**src/rtl/synth_cmd_decoder.sv**
```systemverilog
// synth_cmd_decoder: polls an SPI master every POLL_PERIOD cycles and decodes the returned command word.
// Define SYNTH_CMD_CHECKSUM_EN to enforce the word[7:0] XOR checksum; otherwise only the opcode is checked.
module synth_cmd_decoder #(
   parameter int POLL_PERIOD = 1000,
   parameter int TIMEOUT     = 256
) (
   input  logic        clk,
   input  logic        rstn,
   output logic        spi_rstn,
   output logic        spi_start,
   input  logic        spi_done,
   input  logic [31:0] spi_data,
   output logic        cmd_valid,
   input  logic        cmd_ready,
   output logic [3:0]  cmd_op,
   output logic [3:0]  cmd_chan,
   output logic [15:0] cmd_data,
   output logic [7:0]  err_cnt,
   output logic        timeout
);
   localparam int PW = $clog2(POLL_PERIOD);
   localparam int TW = $clog2(TIMEOUT + 1);
   localparam logic [2:0] IDLE = 3'd0, SRST = 3'd1, START = 3'd2, WAIT = 3'd3, DECODE = 3'd4, OUTPUT = 3'd5;
   localparam logic [PW-1:0] POLL_LAST = PW'(POLL_PERIOD - 1);
   localparam logic [TW-1:0] TO_LAST = TW'(TIMEOUT - 1);
   logic [2:0]    state_q, state_d;
   logic [PW-1:0] poll_q, poll_d;
   logic [TW-1:0] tcnt_q, tcnt_d;
   logic [31:0]   word_q, word_d;
   logic [23:0]   cmd_q, cmd_d;
   logic [7:0]    err_q, err_d;
   logic          to_q, to_d;
   logic [3:0]    op;
   logic          chk_ok, accept, reject;
   assign op = word_q[31:28];
`ifdef SYNTH_CMD_CHECKSUM_EN
   assign chk_ok = word_q[7:0] == (word_q[31:24] ^ word_q[23:16] ^ word_q[15:8]);
`else
   logic unused_chk;
   assign unused_chk = ^word_q[7:0];
   assign chk_ok = 1'b1;
`endif
   assign accept = op != 4'h0 && op < 4'h4 && chk_ok;
   assign reject = state_q == DECODE && op != 4'h0 && !accept;
   // poll_cnt runs in every state and saturates, so a poll missed while busy is issued once on return
   always_comb begin
      state_d = state_q;
      poll_d  = (poll_q == POLL_LAST) ? poll_q : poll_q + 1'b1;
      tcnt_d  = '0;
      word_d  = word_q;
      to_d    = 1'b0;
      case (state_q)
         IDLE: if (poll_q == POLL_LAST) begin
            state_d = SRST;
            poll_d  = '0;
         end
         SRST:  state_d = START;
         START: state_d = WAIT;
         WAIT: begin
            tcnt_d = tcnt_q + 1'b1;
            if (spi_done) begin
               word_d  = spi_data;
               state_d = DECODE;
            end else if (tcnt_q == TO_LAST) begin
               to_d    = 1'b1;
               state_d = IDLE;
            end
         end
         DECODE: state_d = accept ? OUTPUT : IDLE;
         OUTPUT: if (cmd_ready) begin
            state_d = (poll_q == POLL_LAST) ? SRST : IDLE;
            poll_d  = (poll_q == POLL_LAST) ? '0 : poll_d;
         end
         default: state_d = IDLE;
      endcase
   end
   assign cmd_d = (state_q == DECODE && accept) ? word_q[31:8] : cmd_q;
   assign err_d = ((to_d || reject) && err_q != 8'hFF) ? err_q + 8'd1 : err_q;
   always_ff @(posedge clk) begin
      if (!rstn) begin
         state_q <= IDLE;
         poll_q  <= '0;
         tcnt_q  <= '0;
         word_q  <= '0;
         cmd_q   <= '0;
         err_q   <= '0;
         to_q    <= 1'b0;
      end else begin
         state_q <= state_d;
         poll_q  <= poll_d;
         tcnt_q  <= tcnt_d;
         word_q  <= word_d;
         cmd_q   <= cmd_d;
         err_q   <= err_d;
         to_q    <= to_d;
      end
   end
   assign spi_rstn  = rstn && state_q != SRST;
   assign spi_start = state_q == START;
   assign cmd_valid = state_q == OUTPUT;
   assign cmd_op    = cmd_q[23:20];
   assign cmd_chan  = cmd_q[19:16];
   assign cmd_data  = cmd_q[15:0];
   assign err_cnt   = err_q;
   assign timeout   = to_q;
endmodule

```
**config.mk**
```make
export PLATFORM = sky130hd
export DESIGN_NAME = synth_cmd_decoder
export DESIGN_NICKNAME = d
export VERILOG_FILES = /design/src/rtl/synth_cmd_decoder.sv
export SDC_FILE = /design/constraint.sdc
export NUM_CORES = 1
export LEC_CHECK = 0
export CAP_MARGIN = 20
export CORE_ASPECT_RATIO = 0.5
export CORE_MARGIN = 2
export CORE_UTILIZATION = 30
export CTS_CLUSTER_DIAMETER = 200
export DETAILED_ROUTE_END_ITERATION = 16
export PLACE_DENSITY = 0.55
export SLEW_MARGIN = 20
export SYNTH_ARGS = -nofsm -noshare
export SYNTH_HDL_FRONTEND = slang
export SYNTH_SLANG_ARGS = --single-unit
```
**constraint.sdc**
```tcl
create_clock -name clk -period 2.6 [get_ports clk]
set_input_delay 0.52 -clock clk [delete_from_list [all_inputs] [get_ports clk]]
set_output_delay 0.52 -clock clk [all_outputs]
set_load 0.01 [all_outputs]
```
==> results by group <==
Timing
  • Peak Freq: 0.445 GHz
  • Worst-margin pin slew: 1.02 ns
  • Tmin final: 2.25 ns
  • Fin. max-slew vios: 0
  • Setup_tns: 0 ns
  • Tcrit/Tclk final: 0.864
  • Final Setup Violations: 0
  • Clock skew: 0.00379 ns
  • Slew HR: 0.320
  • RSZ-0062 raised after global routing: no
  • Hold Violations, Final: 0
  • Hold WS: 0.443 ns

Power and ir drop
  • VDD IR max: 306 µV
  • Sequential power share: 0.486
  • Overall power: 2.50 mW
  • PwrDens: 581 nW/µm²
  • Clock power frac: 0.481
  • Part of the power in combinational logic: 0.033
  • Psw: 0.477 mW
  • Internal power: 2.03 mW
  • Sw Ratio: 0.190
  • Leakage power: 1.45 nW

Synth
  • Yosys Warn Count: 0
  • Dominant synthesized flop cell: dfxtp_1
  • Number of flops mapped to enable cells by yosys: 0
  • Avg Cell Area, Syn: 8.58 µm²
  • Synth cell types: 44
  • Post-Synthesis Cells: 381
  • Seq/Total Area, Yosys: 0.484
  • Syn_nets: 422
  • Cell Area, Synth: 3270 µm²
  • Register bit total from synthesis: 79
  • FFs w/ async S/R, synth: 0

Floorplan
  • Site row count: 26
  • Core ar.: 10400 µm²
  • Die W: 152 µm
  • Die area: 11800 µm²
  • Die Ht: 77.8 µm
  • Starting Density: 0.314
  • Top-level port count: 72

Placed design
  • GPL Wtd Cong: 0.716
  • Placed cell area: 4030 µm²
  • Port bufs: 63
  • Post-DP HPWL: 4660 µm

Clocking
  • Root Buffer: clkbuf_16
  • CTS tree: built
  • Sink Count: 79
  • Post-CTS setup buffers: 0
  • # resized after CTS: 0
  • Clock-pin slew on the worst setup and hold paths: 0.06 ns
  • # hold bufs at CTS: 0
  • Clock buffer count from CTS: 9
  • Clock Path Buffers: 2
  • H-tree Lvls: 3
  • Clock network latency to the later pin of the worst-skew pair: 0.33 ns

Detailed routing
  • Routed via count: 2662
  • # DRC: 0
  • Pre-antenna DRT Iters: 4
  • Via-to-Cell Ratio: 4.56
  • Routed WL: 7030 µm
  • DRT antenna net count: 0
  • Initial DRC count: 171
  • DR WL/cell: 12.0 µm

Worst setup path
  • Worst reg-to-reg path cell count: 8
  • Critical Path End Type: primary output
  • CP arrival: 1.73 ns
  • Crit Path Class: reg2out
  • CP required: 2.08 ns
  • Worst r2r src: tcnt_q[0]$_SDFF_PN0_
  • CP Max Fanout: 12
  • Crit. Startpoint: state_q[2]$_SDFFE_PN0P_
  • RR Endpoint: err_cnt[7]$_SDFFE_PN0P_
  • Setup crit start kind: flop
  • Reg2Reg Setup Slack: 0.56 ns

Cells and area
  • Ant diodes: 0
  • Final instance area: 4310 µm²
  • Share of layout cells above drive strength 1: 0.0586
  • Fin nets: 482
  • Area Growth Syn to Fin: 32.0%
  • Fill cell count: 1063
  • Commonest non-fill, non-tap cell in the layout: nand2_1
  • Most frequent cells in the layout: nand2_1 (104), dfxtp_1 (79), clkdlybuf4s50_1 (62)
  • Finished Core Util: 0.414

Min path
  • Worst Hold Class: reg2reg
  • Hold Path Sink: tcnt_q[0]$_SDFF_PN0_
  • Hold path depth: 1
  • Hold_sp: tcnt_q[0]$_SDFF_PN0_

Global route
  • Pin count of the biggest net entering global routing: 69
  • Vias in the first global route: 2545
  • Total gr overflow: 0
  • Total track usage: 0.131
  • Initial antenna violation count: 0
  • Global-route wire length before repair: 12100 µm

Status
  • Outcome: complete, no violations

Flow run
  • Max_cap viols: 0
[Yosys cell counts (2+ instances only)]
cell type  count  share of area
nand2b_1       2         0.0038
nand3_1       14          0.021
clkbuf_1      15          0.017
a21boi_0      48           0.11
o211ai_1       4         0.0092
or2_2          3         0.0057
o21ai_0        8          0.012
xor2_1         5          0.013
nor4b_1        2         0.0054
and3_1         5         0.0096
o31ai_1        2         0.0046
a21oi_1        5         0.0077
inv_1          8         0.0092
and2_1         2         0.0038
o211a_1        2         0.0061
nor3_1         5         0.0077
xnor2_1        6          0.016
mux2i_1        2         0.0061
nor3b_1        2         0.0046
nand4_1        2         0.0038
nand2_1      104           0.12
ha_1           5          0.019
dfxtp_1       79           0.48
nor2_1        20          0.023
or4_1          3         0.0069
o31a_1         2         0.0054
or3_1          5         0.0096
buf_2          5         0.0077
[cell type report]
class                           count  area [µm²]  area share
Clock buffer                       13         250      0.0580
Clock inverter                      1        30.0     0.00696
Inverter                            8        30.0     0.00696
Multi-Input combinational cell    273        1570       0.364
Sequential cell                    79        1580       0.367
Tap cell                          140         175      0.0406
Timing Repair Buffer               70         678       0.157
[power groups by stage]
stage	logic (mW)	clock network (mW)	registers (mW)
after floorplan	0.0314	0	1.24
after global placement	0.0847	0	1.24
after detailed placement	0.0845	0	1.24
after CTS	0.0851	1.25	1.22
after global routing	0.0911	1.29	1.22
final	0.0828	1.20	1.22
[how the worst max path moves through the flow]
| stage | endpoint | cells after the start |
|---|---|---|
| after global placement | err_cnt[7]$_SDFFE_PN0P_ | 6 |
| final | spi_start | 3 |
| after detailed placement | err_cnt[7]$_SDFFE_PN0P_ | 6 |
| after floorplan | spi_rstn | 3 |
| after CTS | spi_start | 3 |
| after global routing | spi_start | 3 |
[metal layers]
metal	wire length [µm]	GRT usage	vias to the layer above
met1	3440	0.172	1211
met4	98	0.0472	0
li1	-	-	1407
met3	228	0.0382	9
met2	3270	0.205	35
met5	0	0	-
[worst max-delay path, cell delays in order, from the launching register on]
cell,delay (ns)
dfxtp_1,0.40
or2_2,0.36
nor2_1,0.10
clkdlybuf4s50_1,0.54
[logic make-up after synthesis]
logic type | count (synthesis) | synth area share
AND/OR/NAND/NOR | 174 | 0.242
AO/OA/AOI/OAI | 81 | 0.183
flip-flops | 79 | 0.484
buffers and inverters | 29 | 0.0364
XOR/XNOR | 11 | 0.0295
adder cells (fa/ha/maj) | 5 | 0.0191
multiplexers | 2 | 0.00613
[state kept, by name (all words and copies together) (netlist names)]
signal / flops
word_q: 24
state_q: 3
err_cnt: 8
tcnt_q: 9
poll_q: 10
timeout: 1
cmd_q: 24
[per-stage QoR]
step / cells / setup WS [ns]
after floorplan: 381 / 0.820
after global placement: 570 / 0.507
after detailed placement: 570 / 0.487
after CTS: 584 / 0.322
after global routing: 584 / 0.234
final: 584 / 0.353
(Power assumes the default switching activity.)
